**config.mk**
```make
export PLATFORM = sky130hd
export DESIGN_NAME = keypad_scan
export DESIGN_NICKNAME = d
export VERILOG_FILES = /design/src/rtl/keypad_scan.sv
export SDC_FILE = /design/constraint.sdc
export NUM_CORES = 1
export LEC_CHECK = 0
export ABC_AREA = 1
export CORE_UTILIZATION = 60
export CTS_BUF_LIST = sky130_fd_sc_hd__clkbuf_8
export DETAILED_ROUTE_END_ITERATION = 8
export PLACE_DENSITY_LB_ADDON = 0.15
export SLEW_MARGIN = 20
export SYNTH_ARGS = -nofsm -noshare
export SYNTH_HDL_FRONTEND = slang
export SYNTH_SLANG_ARGS = --single-unit
```
**constraint.sdc**
```tcl
create_clock -name clk -period 3.83 [get_ports clk]
set_input_delay 0.383 -clock clk [delete_from_list [all_inputs] [get_ports clk]]
set_output_delay 0.383 -clock clk [all_outputs]
set_load 0.05 [all_outputs]
```
**src/rtl/keypad_scan.sv**
```systemverilog
// keypad_scan: 4x4 matrix keypad scanner with debounce.
// Columns are driven low one at a time for SCAN_DIV clocks each. The
// synchronized rows are sampled on the last clock of every column slot,
// and the whole 16-key frame is classified as NONE, SINGLE(code) or MULTI
// at the end of column 3. A debounce FSM, stepped once per frame, accepts
// a key after DEBOUNCE_FRAMES identical SINGLE frames. It releases the key
// after DEBOUNCE_FRAMES consecutive NONE frames.
//
// Output protocol: key_valid is a one-cycle strobe with no back-pressure.
// key is valid in the strobe cycle and holds its value until the next
// accepted press. key_held is a level that is high from acceptance until
// the release is accepted.
//
// Optional feature: define KEYPAD_SCAN_REPEAT_EN to add auto-repeat with
// the parameters REPEAT_DELAY and REPEAT_RATE, both counted in frames.
// When the macro is undefined there is exactly one strobe per press.
module keypad_scan #(
  parameter int SCAN_DIV        = 16,
  parameter int DEBOUNCE_FRAMES = 4
`ifdef KEYPAD_SCAN_REPEAT_EN
  ,
  parameter int REPEAT_DELAY    = 32,
  parameter int REPEAT_RATE     = 8
`endif
) (
  input  logic       clk,
  input  logic       rst,
  output logic [3:0] cols,
  input  logic [3:0] rows,
  output logic [3:0] key,
  output logic       key_valid,
  output logic       key_held
);

  localparam logic [15:0] DIV_LAST = 16'(SCAN_DIV - 1);
  localparam logic [7:0]  DB_N     = 8'(DEBOUNCE_FRAMES);

  typedef enum logic [1:0] {
    S_IDLE     = 2'd0,
    S_DEBOUNCE = 2'd1,
    S_HELD     = 2'd2
  } state_t;

  // Scan and synchronizer state
  logic [3:0]  r_sync1;
  logic [3:0]  r_sync2;
  logic [15:0] r_div;
  logic [1:0]  r_col;
  // Running frame tally: saturating hit count (0, 1, 2+) and the first hit's code
  logic [1:0]  r_acc_cnt;
  logic [3:0]  r_acc_code;

  // Debounce state
  state_t      r_state;
  logic [3:0]  r_cand;
  logic [7:0]  r_cnt;
  logic [7:0]  r_rel;
  logic [3:0]  r_key;
  logic        r_key_valid;

  // Combinational helpers
  logic        w_slot_end;
  logic        w_frame_end;
  logic [3:0]  w_col_hits;
  logic [2:0]  w_col_num;
  logic [1:0]  w_col_row;
  logic [1:0]  w_tot_cnt;
  logic [3:0]  w_tot_code;
  logic        w_none;
  logic        w_single;
  state_t      w_state_nx;
  logic [3:0]  w_cand_nx;
  logic [7:0]  w_cnt_nx;
  logic [7:0]  w_rel_nx;
  logic        w_accept;
  logic        w_repeat;

  assign w_slot_end  = (r_div == DIV_LAST);
  assign w_frame_end = w_slot_end && (r_col == 2'd3);
  assign w_col_hits  = ~r_sync2;
  assign w_col_num   = 3'(w_col_hits[0]) + 3'(w_col_hits[1])
                     + 3'(w_col_hits[2]) + 3'(w_col_hits[3]);
  assign w_none      = (w_tot_cnt == 2'd0);
  assign w_single    = (w_tot_cnt == 2'd1);

  // Lowest pressed row in the current column; used only when exactly one row is low
  always_comb begin
    w_col_row = 2'd0;
    if (w_col_hits[0])      w_col_row = 2'd0;
    else if (w_col_hits[1]) w_col_row = 2'd1;
    else if (w_col_hits[2]) w_col_row = 2'd2;
    else if (w_col_hits[3]) w_col_row = 2'd3;
  end

  // Fold this slot's row hits into the running tally for the frame
  always_comb begin
    w_tot_cnt  = r_acc_cnt;
    w_tot_code = r_acc_code;
    if (w_col_num >= 3'd2) begin
      w_tot_cnt = 2'd2;
    end else if (w_col_num == 3'd1) begin
      if (r_acc_cnt == 2'd0) begin
        w_tot_cnt  = 2'd1;
        w_tot_code = {w_col_row, r_col};
      end else begin
        w_tot_cnt = 2'd2;
      end
    end
  end

  // Row synchronizer, column slot timing and the frame tally
  always_ff @(posedge clk) begin
    if (rst) begin
      r_sync1    <= 4'hF;
      r_sync2    <= 4'hF;
      r_div      <= 16'd0;
      r_col      <= 2'd0;
      r_acc_cnt  <= 2'd0;
      r_acc_code <= 4'd0;
    end else begin
      r_sync1 <= rows;
      r_sync2 <= r_sync1;
      if (w_slot_end) begin
        r_div <= 16'd0;
        r_col <= r_col + 2'd1;
        if (w_frame_end) begin
          r_acc_cnt  <= 2'd0;
          r_acc_code <= 4'd0;
        end else begin
          r_acc_cnt  <= w_tot_cnt;
          r_acc_code <= w_tot_code;
        end
      end else begin
        r_div <= r_div + 16'd1;
      end
    end
  end

  // Debounce FSM state register and its counters
  always_ff @(posedge clk) begin
    if (rst) begin
      r_state     <= S_IDLE;
      r_cand      <= 4'd0;
      r_cnt       <= 8'd0;
      r_rel       <= 8'd0;
      r_key       <= 4'd0;
      r_key_valid <= 1'b0;
    end else begin
      r_state     <= w_state_nx;
      r_cand      <= w_cand_nx;
      r_cnt       <= w_cnt_nx;
      r_rel       <= w_rel_nx;
      r_key_valid <= w_accept | w_repeat;
      if (w_accept) r_key <= w_tot_code;
    end
  end

  // Debounce FSM next state; it moves only on the frame's last clock
  always_comb begin
    w_state_nx = r_state;
    w_cand_nx  = r_cand;
    w_cnt_nx   = r_cnt;
    w_rel_nx   = r_rel;
    w_accept   = 1'b0;
    if (w_frame_end) begin
      case (r_state)
        S_IDLE: begin
          if (w_single) begin
            if (DB_N == 8'd1) begin
              w_accept   = 1'b1;
              w_state_nx = S_HELD;
              w_cnt_nx   = 8'd0;
              w_rel_nx   = 8'd0;
            end else begin
              w_cand_nx  = w_tot_code;
              w_cnt_nx   = 8'd1;
              w_state_nx = S_DEBOUNCE;
            end
          end
        end
        S_DEBOUNCE: begin
          if (w_single && (w_tot_code == r_cand)) begin
            if (r_cnt + 8'd1 == DB_N) begin
              w_accept   = 1'b1;
              w_state_nx = S_HELD;
              w_cnt_nx   = 8'd0;
              w_rel_nx   = 8'd0;
            end else begin
              w_cnt_nx = r_cnt + 8'd1;
            end
          end else begin
            w_state_nx = S_IDLE;
            w_cnt_nx   = 8'd0;
          end
        end
        S_HELD: begin
          if (w_none) begin
            if (r_rel + 8'd1 == DB_N) begin
              w_state_nx = S_IDLE;
              w_rel_nx   = 8'd0;
            end else begin
              w_rel_nx = r_rel + 8'd1;
            end
          end else begin
            w_rel_nx = 8'd0;
          end
        end
        default: begin
          w_state_nx = S_IDLE;
          w_cnt_nx   = 8'd0;
          w_rel_nx   = 8'd0;
        end
      endcase
    end
  end

`ifdef KEYPAD_SCAN_REPEAT_EN
  localparam logic [15:0] REP_DELAY_N = 16'(REPEAT_DELAY);
  localparam logic [15:0] REP_RATE_N  = 16'(REPEAT_RATE);

  logic [15:0] r_rep;
  logic        r_rep_armed;
  logic [15:0] w_rep_nx;
  logic        w_rep_armed_nx;

  // Auto-repeat: frames of the held key count toward the delay, then toward the rate
  always_comb begin
    w_rep_nx       = r_rep;
    w_rep_armed_nx = r_rep_armed;
    w_repeat       = 1'b0;
    if (r_state != S_HELD) begin
      w_rep_nx       = 16'd0;
      w_rep_armed_nx = 1'b0;
    end else if (w_frame_end) begin
      if (w_single && (w_tot_code == r_key)) begin
        if (!r_rep_armed) begin
          if (r_rep + 16'd1 == REP_DELAY_N) begin
            w_repeat       = 1'b1;
            w_rep_armed_nx = 1'b1;
            w_rep_nx       = 16'd0;
          end else begin
            w_rep_nx = r_rep + 16'd1;
          end
        end else if (r_rep + 16'd1 == REP_RATE_N) begin
          w_repeat = 1'b1;
          w_rep_nx = 16'd0;
        end else begin
          w_rep_nx = r_rep + 16'd1;
        end
      end else begin
        w_rep_nx       = 16'd0;
        w_rep_armed_nx = 1'b0;
      end
    end
  end

  // Auto-repeat counters
  always_ff @(posedge clk) begin
    if (rst) begin
      r_rep       <= 16'd0;
      r_rep_armed <= 1'b0;
    end else begin
      r_rep       <= w_rep_nx;
      r_rep_armed <= w_rep_armed_nx;
    end
  end
`else
  assign w_repeat = 1'b0;
`endif

  // Outputs: one-hot-low column drive and the registered key interface
  always_comb begin
    cols = 4'b1110;
    case (r_col)
      2'd0:    cols = 4'b1110;
      2'd1:    cols = 4'b1101;
      2'd2:    cols = 4'b1011;
      2'd3:    cols = 4'b0111;
      default: cols = 4'b1110;
    endcase
    key       = r_key;
    key_valid = r_key_valid;
    key_held  = (r_state == S_HELD);
  end

endmodule

```
==> results of run 1 <==
## cell families (layout without fill, tap and decap cells)
logic type	count (synthesis)	in the layout	synth area share, %
simple gates	227	227	35.0
fa+ha+maj	12	12	4.93
xor+xnor	8	8	2.19
buf+inv	90	115	10.9
compound gates	61	61	10.0
flops	59	59	36.9
## worst paths after layout
path	start	endpoint	slack (ns)	depth (start not counted)
setup reg to reg	r_sync2[0]	key[1]	0.68	17
hold / removal	r_sync1[2]	r_sync2[2]	0.41	1
hold reg to reg	r_sync1[2]	r_sync2[2]	0.41	1
setup / recovery	r_sync2[0]	key[1]	0.68	17
## metrics by stage
stage / hold WS [ns] / cells / instance area (µm²) / power [mW]
6_report: 0.415 / 552 / 3620 / 1.36
5_1_grt: 0.433 / 552 / 3620 / 1.42
4_1_cts: 0.417 / 552 / 3620 / 1.37
3_5_place_dp: 0.399 / 536 / 3400 / 0.755
3_3_place_gp: 0.393 / 536 / 3400 / 0.751
2_1_floorplan: 0.389 / 457 / 3200 / 0.731
## registers in the layout, indices dropped and copies added, names as in the netlist
register    count
r_div          16
r_cnt           8
r_rel           8
key             4
r_acc_code      4
r_cand          4
r_sync1         4
r_sync2         4
r_acc_cnt       2
r_col           2
r_state         2
key_valid       1
## per-layer routing
| layer | global-route usage [%] | share of wire, % | vias up |
|---|---|---|---|
| li1 | - | - | 1500 |
| met1 | 31.4 | 47 | 1263 |
| met2 | 43.4 | 47 | 51 |
| met3 | 8.70 | 4.4 | 8 |
| met4 | 6.92 | 1.6 | 0 |
| met5 | 0 | 0 | - |
## layout make-up
| cell class | count | area [µm²] | share of cell area (%) |
|---|---|---|---|
| Inverter | 84 | 317 | 8.75 |
| Timing Repair Buffer | 15 | 150 | 4.15 |
| Clock inverter | 7 | 92.6 | 2.56 |
| Tap cell | 70 | 87.6 | 2.42 |
| Clock buffer | 9 | 124 | 3.42 |
| Sequential cell | 59 | 1180 | 32.6 |
| Multi-Input combinational cell | 308 | 1670 | 46.1 |
## synthesized netlist by cell type, types with 2 or more instances
| cell type | n |
|---|---|
| sky130_fd_sc_hd__nand4_1 | 12 |
| sky130_fd_sc_hd__a21oi_1 | 30 |
| sky130_fd_sc_hd__nand2_2 | 9 |
| sky130_fd_sc_hd__o21ai_0 | 21 |
| sky130_fd_sc_hd__nand2_4 | 2 |
| sky130_fd_sc_hd__nor3b_1 | 3 |
| sky130_fd_sc_hd__nor2_1 | 50 |
| sky130_fd_sc_hd__nor2_4 | 4 |
| sky130_fd_sc_hd__nand3_2 | 4 |
| sky130_fd_sc_hd__o21ai_1 | 2 |
| sky130_fd_sc_hd__nor4_1 | 5 |
| sky130_fd_sc_hd__xor2_1 | 8 |
| sky130_fd_sc_hd__nor3_1 | 7 |
| sky130_fd_sc_hd__inv_2 | 4 |
| sky130_fd_sc_hd__inv_1 | 79 |
| sky130_fd_sc_hd__nand2_1 | 82 |
| sky130_fd_sc_hd__buf_2 | 2 |
| sky130_fd_sc_hd__o22ai_1 | 5 |
| sky130_fd_sc_hd__nor2_2 | 4 |
| sky130_fd_sc_hd__nand3_1 | 32 |
| sky130_fd_sc_hd__dfxtp_1 | 59 |
| sky130_fd_sc_hd__or2_2 | 10 |
| sky130_fd_sc_hd__ha_1 | 11 |
| sky130_fd_sc_hd__nand3_4 | 2 |
| sky130_fd_sc_hd__clkbuf_1 | 3 |
## power by group through the flow
stage | clock [mW] | combinational (mW) | sequential, mW
after floorplan | 0 | 0.0942 | 0.637
after global placement | 0 | 0.113 | 0.638
after detailed placement | 0 | 0.117 | 0.638
after CTS | 0.629 | 0.119 | 0.624
after global routing | 0.657 | 0.136 | 0.625
final | 0.620 | 0.121 | 0.624
## worst max-delay path: stages (launching register included)
cell and delay, ns:
sky130_fd_sc_hd__dfxtp_1 0.34, sky130_fd_sc_hd__fa_1 0.53, sky130_fd_sc_hd__inv_1 0.04, sky130_fd_sc_hd__ha_1 0.18
sky130_fd_sc_hd__inv_1 0.06, sky130_fd_sc_hd__ha_1 0.23, sky130_fd_sc_hd__inv_1 0.09, sky130_fd_sc_hd__nand3_2 0.11
sky130_fd_sc_hd__nor2_4 0.19, sky130_fd_sc_hd__nand3_1 0.15, sky130_fd_sc_hd__nand2_1 0.14, sky130_fd_sc_hd__nand2_1 0.08
sky130_fd_sc_hd__nand2_2 0.10, sky130_fd_sc_hd__nand3_1 0.11, sky130_fd_sc_hd__nor2_2 0.17, sky130_fd_sc_hd__nand4_2 0.23
sky130_fd_sc_hd__o21ai_0 0.24, sky130_fd_sc_hd__nor2_1 0.06
==> impl_metrics.csv, run 1 <==
group,metric,value,unit
clock_network,cts_sinks,59,
timing,max_slew.worst_pin.slew,0.661,ns
place,place.gp.congestion,0.797,
logic_synthesis,asyncSetResetFlopFracSynth,0,%
grt,first_global_vias,2550,
place,detailedPlacementHpwl,4.63,mm
flow_run,cap_viol_max_count,0,
place,post-place-ws,0.751,ns
timing,grt_setup_unrepaired,"false",
timing,fin_crit_sh,82.2,%
place,port_buffers,15,
timing,final_period_minus_worst_setup_slack,3.15,ns
worst_setup_path,timing.critical_path.from_type,"flip-flop",
drt,drtAntennaViolNets,0,
logic_synthesis,syn_nets,475,
clock_network,clock_tree_from_tritoncts,"done",
timing,finalWorstSetupSlack,0.683,ns
clock_network,ctsRootBufferMaster,"sky130_fd_sc_hd__clkbuf_8",
timing,timing.final.hold_violations,0,
clock_network,clock_tree.buffer_depth,2,
logic_synthesis,yosys.area.top_type,"sky130_fd_sc_hd__dfxtp_1",
drt,drt_first_iter_violations,199,
worst_setup_path,worst-path-max-fanout,9,
clock_network,clkTransAtPathRegs,0.07,ns
floorplanning,boundary_pins,16,
pwr,clock_power_share,45.4,%
floorplanning,chipWidth,75.0,µm
pwr,p_comb_share,8.8,%
timing,fin_skew,0.00973,ns
drt,detail_route.wirelength,6.44,mm
logic_synthesis,synth.yosys.warnings,0,
logic_synthesis,post-synth-top-area-fraction,36.9,%
worst_setup_path,timing.critical_path.required,4.06,ns
cells_and_area,nets,495,
logic_synthesis,post_synth.cell_area_avg,7.00,µm²
run_status,run_status,"finished clean",
grt,antenna_found_initial,0,
timing,slew_viol_final,0,
timing,fmaxAchievable,0.318,GHz
cells_and_area,mostFrequentLayoutCell,"sky130_fd_sc_hd__nand2_1",
logic_synthesis,synth-seq-cells,59,
drt,vias,2822,
cells_and_area,fraction_of_final_layout_cells_with_drive_strength_greater_than_1,11.8,%
logic_synthesis,synth_flop_cell,"sky130_fd_sc_hd__dfxtp_1",
timing,timing.max_slew.rel_slack,55.9,%
pwr,vdd_drop_max,0.000350,V
grt,grt_max_degree,24,
cells_and_area,layout.cells.most_common_list,"sky130_fd_sc_hd__nand2_1, sky130_fd_sc_hd__inv_1, sky130_fd_sc_hd__dfxtp_1, sky130_fd_sc_hd__nor2_1, sky130_fd_sc_hd__nand3_1",
pwr,power.share.sequential,45.7,%
clock_network,numCtsBuffers,9,
clock_network,cts.repair.resized,0,
grt,grt_overflow_total,0,
cells_and_area,postLayoutCoreUtil,70.8,%
pwr,power_leakage,1.54,nW
clock_network,cts_setup_buffers,0,
clock_network,clk-insertion-delay-late,0.34,ns
pwr,power_density,377,nW/µm²
grt,grt_first_pass_wirelength,10.9,mm
logic_synthesis,synth_edf_count,0,
logic_synthesis,synth_sequential_area_ratio,36.9,%
clock_network,htree_num_levels,3,
worst_setup_path,worst_ep_arrival_time,3.38,ns
floorplanning,die-height,75.0,µm
logic_synthesis,netlist_area_before_placement,3200,µm²
pwr,switchingPower,0.342,mW
cells_and_area,number_of_inserted_filler_cells_in_the_final_layout,454,
floorplanning,core_region_area,5110,µm²
drt,wl_per_cell,11.7,µm
logic_synthesis,synth.top_cells.by_area,"sky130_fd_sc_hd__dfxtp_1, sky130_fd_sc_hd__nand2_1, sky130_fd_sc_hd__inv_1",
cells_and_area,area_delta_synth_final,13.2,%
logic_synthesis,post_synth_inst_count,457,
drt,detail_route.vias_per_cell,5.11,
cells_and_area,n_antenna_cell,0,
timing,finalSetupViolations,0,
drt,drt_pre_antenna_iters,4,
worst_setup_path,worstSetupPathType,"flip-flop to flip-flop",
floorplanning,initial_utilization,62.6,%
floorplanning,placement_rows,26,
grt,globalRouteTotalUtil,25.7,%
drt,drc,0,
logic_synthesis,synthDistinctLibCells,32,
clock_network,cts.hold.buffers_added,0,
timing,setup_total_negative_slack,0,ns
worst_hold_path,worstHoldPathType,"flip-flop to flip-flop",
worst_setup_path,critical_path.endpoint_type,"flip-flop",
floorplanning,floorplan_die_area,5620,µm²
pwr,intPower,1.02,mW
pwr,switching_fraction_of_total_power,25.1,%
Power figures use the tool's default switching activity.
==> inputs of run 2 (changes only) <==
--- a/config.mk
+++ b/config.mk
@@ -6,7 +6,7 @@
 export NUM_CORES = 1
 export LEC_CHECK = 0
 export ABC_AREA = 1
-export CORE_UTILIZATION = 60
+export CORE_UTILIZATION = 56
 export CTS_BUF_LIST = sky130_fd_sc_hd__clkbuf_8
 export DETAILED_ROUTE_END_ITERATION = 8
 export PLACE_DENSITY_LB_ADDON = 0.15
==> constraint.sdc (replaced) <==
create_clock -name clk -period 2.6 [get_ports clk]
set_input_delay 0.26 -clock clk [delete_from_list [all_inputs] [get_ports clk]]
set_output_delay 0.26 -clock clk [all_outputs]
set_load 0.05 [all_outputs]
==> run 2 against run 1 <==
  * Flip-flop and latch count unchanged
  * Via count increased by 8.9%
  * Worst setup slack got worse by 1.0 ns
  * Clock skew decreased by 0.0028 ns
  * First-iteration DRC count decreased by 23%
  * Critical path depth increased by 1
  * The run now ends with negative setup slack left
  * Register-to-register slack got worse by 1.0 ns
  * Largest cell class unchanged
==> impl_metrics.csv, run 2 (synthesized netlist as in run 1, its figures left out) <==
group,metric,value,unit
run_status,run_status,"complete, but fails checks",
run_status,failed_checks,"negative setup slack",
timing,final_period_minus_worst_setup_slack,2.93,ns
timing,max_slew.worst_pin.slew,0.527,ns
timing,fmaxAchievable,0.342,GHz
floorplanning,initial_utilization,58.1,%
timing,setup_total_negative_slack,-5.69,ns
pwr,p_comb_share,16.1,%
floorplanning,die-height,77.6,µm
clock_network,clk-insertion-delay-late,0.33,ns
clock_network,clock_tree.buffer_depth,2,
drt,vias,3073,
pwr,power_leakage,1.70,nW
floorplanning,floorplan_die_area,6010,µm²
drt,wl_per_cell,12.8,µm
pwr,power.share.sequential,47.4,%
cells_and_area,area_delta_synth_final,25.6,%
timing,fin_crit_sh,113,%
pwr,pnr_total_power,1.94,mW
clock_network,clock_tree_from_tritoncts,"done",
clock_network,clkTransAtPathRegs,0.07,ns
timing,timing.max_slew.rel_slack,64.9,%
clock_network,htree_num_levels,3,
timing,finalWorstSetupSlack,-0.326,ns
pwr,intPower,1.40,mW
place,port_buffers,15,
drt,detail_route.vias_per_cell,5.32,
worst_setup_path,timing.critical_path.required,2.87,ns
pwr,clock_power_share,36.5,%
worst_setup_path,worst-path-max-fanout,8,
pwr,switching_fraction_of_total_power,27.6,%
worst_setup_path,critical_path.endpoint_type,"flip-flop",
floorplanning,chipWidth,77.6,µm
cells_and_area,fraction_of_final_layout_cells_with_drive_strength_greater_than_1,23.1,%
cells_and_area,n_antenna_cell,0,
pwr,vdd_drop_max,0.000275,V
drt,detail_route.wirelength,7.40,mm
cells_and_area,multi_input_comb_area,1910,µm²
grt,grt_max_degree,19,
cells_and_area,layout.cells.most_common_list,"sky130_fd_sc_hd__inv_1, sky130_fd_sc_hd__nand2_1, sky130_fd_sc_hd__dfxtp_1, sky130_fd_sc_hd__nor2_1, sky130_fd_sc_hd__a21oi_1",
drt,drt_pre_antenna_iters,5,
floorplanning,placement_rows,27,
cells_and_area,nets,520,
cells_and_area,largest_register,"r_div",
drt,drtAntennaViolNets,0,
grt,antenna_found_initial,0,
worst_hold_path,worstHoldPathType,"flip-flop to flip-flop",
pwr,switchingPower,0.535,mW
worst_setup_path,worst_ep_arrival_time,3.19,ns
place,detailedPlacementHpwl,4.89,mm
drt,drc,0,
grt,first_global_vias,2959,
cells_and_area,post-route-cell-area,4020,µm²
cells_and_area,number_of_inserted_filler_cells_in_the_final_layout,415,
cells_and_area,largest_reg_flops,16,
timing,finalSetupViolations,23,
place,placed_cell_area,3540,µm²
timing,slew_viol_final,0,
grt,globalRouteTotalUtil,25.6,%
clock_network,numCtsBuffers,9,
timing,whs,0.414,ns
floorplanning,core_region_area,5510,µm²
place,place.gp.congestion,0.827,
clock_network,cts_sinks,59,
clock_network,cts.hold.buffers_added,0,
worst_setup_path,worstSetupPathType,"flip-flop to flip-flop",
drt,drt_first_iter_violations,154,
grt,grt_overflow_total,0,
pwr,power_density,483,nW/µm²
worst_setup_path,timing.critical_path.from_type,"flip-flop",
cells_and_area,reg.largest.list,"r_div: 16 flops, r_cnt: 8 flops, r_rel: 8 flops",
timing,fin_skew,0.00694,ns
floorplanning,boundary_pins,16,
flow_run,cap_viol_max_count,0,
cells_and_area,mostFrequentLayoutCell,"sky130_fd_sc_hd__inv_1",
timing,grt_setup_unrepaired,"true",
clock_network,ctsRootBufferMaster,"sky130_fd_sc_hd__clkbuf_8",
cells_and_area,sequential_cell_area,1180,µm²
grt,grt_first_pass_wirelength,12.4,mm
timing,timing.final.hold_violations,0,
[run 2: through the flow]
step | util [%] | worst slack (ns) | cells
after floorplan | - | -0.117 | 457
after global placement | 64.3 | -0.330 | 555
after detailed placement | 64.3 | -0.380 | 555
after CTS | 69.9 | -0.235 | 574
after global routing | 72.9 | -0.496 | 578
final | 72.9 | -0.326 | 578
[run 2: what timing repair did]
item | 4_1_cts | 5_1_grt
endpoints found under the setup margin | 27 | 27
pin swaps | 22 | 20
gates resized for setup | 34 | 33
gates cloned | 1 | 0
setup buffers | 3 | 4
[run 2: final timing paths]
| kind | start | to | slack (ns) | cells past startpoint |
|---|---|---|---|---|
| setup / recovery | r_sync2[0] | r_cnt[1] | -0.33 | 18 |
| hold / removal | r_sync1[1] | r_sync2[1] | 0.41 | 1 |
| setup reg to reg | r_sync2[0] | r_cnt[1] | -0.33 | 18 |
| hold reg to reg | r_sync1[1] | r_sync2[1] | 0.41 | 1 |
[run 2: cell type report]
| type | instances | area share [%] |
|---|---|---|
| clock buffer | 10 | 3.43 |
| clock inverter | 5 | 0.561 |
| inverter | 84 | 8.04 |
| multi-input combinational | 309 | 47.6 |
| sequential | 59 | 29.4 |
| tap | 72 | 2.24 |
| timing repair buffer | 39 | 8.73 |
[run 2: critical path, stage by stage (launching register included)]
cell	delay, ns
sky130_fd_sc_hd__dfxtp_2	0.33
sky130_fd_sc_hd__fa_1	0.46
sky130_fd_sc_hd__inv_1	0.07
sky130_fd_sc_hd__ha_2	0.19
sky130_fd_sc_hd__inv_2	0.05
sky130_fd_sc_hd__ha_4	0.28
sky130_fd_sc_hd__nand3_2	0.08
sky130_fd_sc_hd__nand2_2	0.11
sky130_fd_sc_hd__clkinv_4	0.13
sky130_fd_sc_hd__nand2_8	0.13
sky130_fd_sc_hd__nand2_4	0.06
sky130_fd_sc_hd__nand3_1	0.13
sky130_fd_sc_hd__nand3_4	0.11
sky130_fd_sc_hd__inv_2	0.08
sky130_fd_sc_hd__nand3_4	0.10
sky130_fd_sc_hd__nor2_4	0.22
sky130_fd_sc_hd__buf_4	0.15
sky130_fd_sc_hd__nand3_1	0.05
sky130_fd_sc_hd__a21oi_1	0.13
[run 2: power groups by stage]
stage	Clock, mW	Combinational, mW	Sequential (mW)
after global placement	0	0.210	0.939
after global routing	0.753	0.338	0.921
after floorplan	0	0.139	0.939
after CTS	0.716	0.255	0.920
final	0.707	0.312	0.920
after detailed placement	0	0.213	0.940
[run 2: metal layers]
| layer | track usage, % | part of all wire, % | vias up |
|---|---|---|---|
| li1 | - | - | 1560 |
| met5 | 0 | 0 | - |
| met1 | 30.3 | 44 | 1431 |
| met3 | 4.94 | 4.5 | 17 |
| met2 | 44.3 | 49 | 65 |
| met4 | 12.1 | 2.1 | 0 |
==> inputs of run 3 (changes only) <==
--- a/config.mk
+++ b/config.mk
@@ -6,7 +6,7 @@
 export NUM_CORES = 1
 export LEC_CHECK = 0
 export ABC_AREA = 1
-export CORE_UTILIZATION = 56
+export CORE_UTILIZATION = 60
 export CTS_BUF_LIST = sky130_fd_sc_hd__clkbuf_8
 export DETAILED_ROUTE_END_ITERATION = 8
 export PLACE_DENSITY_LB_ADDON = 0.15
==> constraint.sdc (replaced) <==
create_clock -name clk -period 3.6 [get_ports clk]
set_input_delay 0.36 -clock clk [delete_from_list [all_inputs] [get_ports clk]]
set_output_delay 0.36 -clock clk [all_outputs]
set_load 0.05 [all_outputs]
==> run 3 against run 2 <==
  * The flow now finishes without violations
  * Core utilization is 2.3 points lower
  * Final cell count is 4.5% lower
  * Via count shrank 7.5%
  * Die area decreased by 6.5%
  * First-iteration DRC count down 25%
  * Cell area decreased by 10%
  * Clock skew increased by 0.0017 ns
==> impl_metrics.csv, run 3 (synthesized netlist as in run 1, its figures left out) <==
group,metric,value,unit
flow_run,cap_viol_max_count,0,
floorplanning,initial_utilization,62.6,%
place,place.gp.congestion,0.797,
floorplanning,floorplan_die_area,5620,µm²
floorplanning,die-height,75.0,µm
drt,drtAntennaViolNets,0,
timing,final_period_minus_worst_setup_slack,3.10,ns
cells_and_area,area_delta_synth_final,12.9,%
pwr,switchingPower,0.337,mW
drt,detail_route.vias_per_cell,5.15,
cells_and_area,fraction_of_final_layout_cells_with_drive_strength_greater_than_1,11.2,%
worst_setup_path,timing.critical_path.from_type,"flip-flop",
grt,first_global_vias,2558,
timing,grt_setup_unrepaired,"false",
pwr,pnr_total_power,1.41,mW
timing,fin_crit_sh,86.0,%
clock_network,cts_sinks,59,
place,port_buffers,15,
pwr,intPower,1.07,mW
worst_hold_path,worstHoldPathType,"flip-flop to flip-flop",
floorplanning,placement_rows,26,
pwr,p_comb_share,8.9,%
clock_network,numCtsBuffers,9,
clock_network,cts.repair.resized,0,
cells_and_area,reg.largest.list,"r_div: 16 flops, r_cnt: 8 flops, r_rel: 8 flops",
place,detailedPlacementHpwl,4.60,mm
worst_setup_path,critical_path.endpoint_type,"flip-flop",
clock_network,clkTransAtPathRegs,0.07,ns
timing,slew_viol_final,0,
clock_network,cts_setup_buffers,0,
run_status,run_status,"finished clean",
cells_and_area,largest_reg_flops,16,
timing,setup_total_negative_slack,0,ns
grt,grt_max_degree,24,
drt,drt_pre_antenna_iters,4,
clock_network,htree_num_levels,3,
timing,finalSetupViolations,0,
drt,detail_route.wirelength,6.27,mm
pwr,power_density,390,nW/µm²
drt,drc,0,
cells_and_area,sequential_cell_area,1180,µm²
cells_and_area,largest_register,"r_div",
grt,antenna_found_initial,0,
worst_setup_path,worst-path-max-fanout,9,
cells_and_area,number_of_inserted_filler_cells_in_the_final_layout,437,
pwr,clock_power_share,43.9,%
clock_network,clock_tree_from_tritoncts,"done",
cells_and_area,n_antenna_cell,0,
floorplanning,chipWidth,75.0,µm
pwr,vdd_drop_max,0.000277,V
clock_network,cts.hold.buffers_added,0,
worst_setup_path,worst_ep_arrival_time,3.31,ns
drt,drt_first_iter_violations,115,
timing,timing.max_slew.rel_slack,55.4,%
grt,grt_overflow_total,0,
timing,timing.final.hold_violations,0,
floorplanning,core_region_area,5110,µm²
timing,fin_skew,0.00865,ns
pwr,power.share.sequential,47.2,%
pwr,power_leakage,1.55,nW
cells_and_area,multi_input_comb_area,1670,µm²
drt,vias,2841,
worst_setup_path,timing.critical_path.required,3.82,ns
timing,fmaxAchievable,0.323,GHz
grt,grt_first_pass_wirelength,10.7,mm
timing,max_slew.worst_pin.slew,0.668,ns
clock_network,ctsRootBufferMaster,"sky130_fd_sc_hd__clkbuf_8",
clock_network,clock_tree.buffer_depth,2,
cells_and_area,nets,495,
drt,wl_per_cell,11.3,µm
worst_setup_path,worstSetupPathType,"flip-flop to flip-flop",
cells_and_area,layout.cells.most_common_list,"sky130_fd_sc_hd__inv_1, sky130_fd_sc_hd__nand2_1, sky130_fd_sc_hd__dfxtp_1, sky130_fd_sc_hd__nor2_1, sky130_fd_sc_hd__nand3_1",
floorplanning,boundary_pins,16,
grt,globalRouteTotalUtil,24.7,%
clock_network,clk-insertion-delay-late,0.33,ns
pwr,switching_fraction_of_total_power,23.9,%
==> run 3: cell count changes in the layout (fill, tap and decap cells not counted), moves of 4 or more <==
cell                      change
sky130_fd_sc_hd__a21oi_1      +5
sky130_fd_sc_hd__a21oi_2      -5
sky130_fd_sc_hd__buf_4       -21
sky130_fd_sc_hd__nand2_1     +12
sky130_fd_sc_hd__nand2_4      -8
sky130_fd_sc_hd__nand3_1      +8
sky130_fd_sc_hd__nand3_2      -4
sky130_fd_sc_hd__nand3_4      -5
sky130_fd_sc_hd__nor2_1       +4
sky130_fd_sc_hd__o21ai_0     +11
sky130_fd_sc_hd__o21ai_1      -8
==> run 3: critical path: stages, from the launching register on <==
cell,delay [ns]
sky130_fd_sc_hd__dfxtp_1,0.33
sky130_fd_sc_hd__fa_1,0.53
sky130_fd_sc_hd__inv_1,0.04
sky130_fd_sc_hd__ha_1,0.18
sky130_fd_sc_hd__inv_1,0.06
sky130_fd_sc_hd__ha_1,0.23
sky130_fd_sc_hd__inv_1,0.09
sky130_fd_sc_hd__nand3_2,0.11
sky130_fd_sc_hd__nor2_4,0.19
sky130_fd_sc_hd__nand3_1,0.14
sky130_fd_sc_hd__nand2_1,0.13
sky130_fd_sc_hd__nand2_1,0.07
sky130_fd_sc_hd__nand2_2,0.10
sky130_fd_sc_hd__nand3_1,0.10
sky130_fd_sc_hd__nor2_2,0.16
sky130_fd_sc_hd__nand4_2,0.23
sky130_fd_sc_hd__o21ai_0,0.24
sky130_fd_sc_hd__nor2_1,0.05
==> run 3: worst paths after layout <==
path | start | endpoint | slack [ns] | cells after the start
setup / recovery | r_sync2[0] | key[1] | 0.50 | 17
hold / removal | r_sync1[1] | r_sync2[1] | 0.41 | 1
setup reg to reg | r_sync2[0] | key[1] | 0.50 | 17
hold reg to reg | r_sync1[1] | r_sync2[1] | 0.41 | 1
==> run 3: cell type report <==
class,count,area share (%)
multi-input cells,308,46.2
flip-flops and latches,59,32.7
inverters,84,8.77
clock buffers,12,4.58
repair buffers,15,4.16
well taps,70,2.43
clock inverters,4,1.14
==> run 3: layer usage <==
metal / GRT usage [%] / vias up / wire length (µm)
met5: 0 / - / 0
met4: 9.64 / 0 / 96
met3: 4.69 / 12 / 184
met2: 41.2 / 41 / 2900
met1: 31.5 / 1293 / 3090
li1: - / 1495 / -
==> run 3: power by group through the flow <==
stage               Clock (mW)  Sequential, mW  Combinational [mW]
floorplan                    0           0.678               0.100
global placement             0           0.679               0.121
detailed placement           0           0.679               0.124
CTS                      0.624           0.664               0.125
global route             0.652           0.665               0.142
finish                   0.618           0.664               0.126
==> run 3: metrics by stage <==
step,setup WS [ns],cells,hold WS [ns],util [%],area (µm²)
4_1_cts,0.509,552,0.416,70.7,3610
6_report,0.505,552,0.412,70.7,3610
2_1_floorplan,0.858,457,0.389,-,3200
3_5_place_dp,0.528,536,0.401,66.6,3400
3_3_place_gp,0.592,536,0.393,66.6,3400
5_1_grt,0.214,552,0.429,70.7,3610
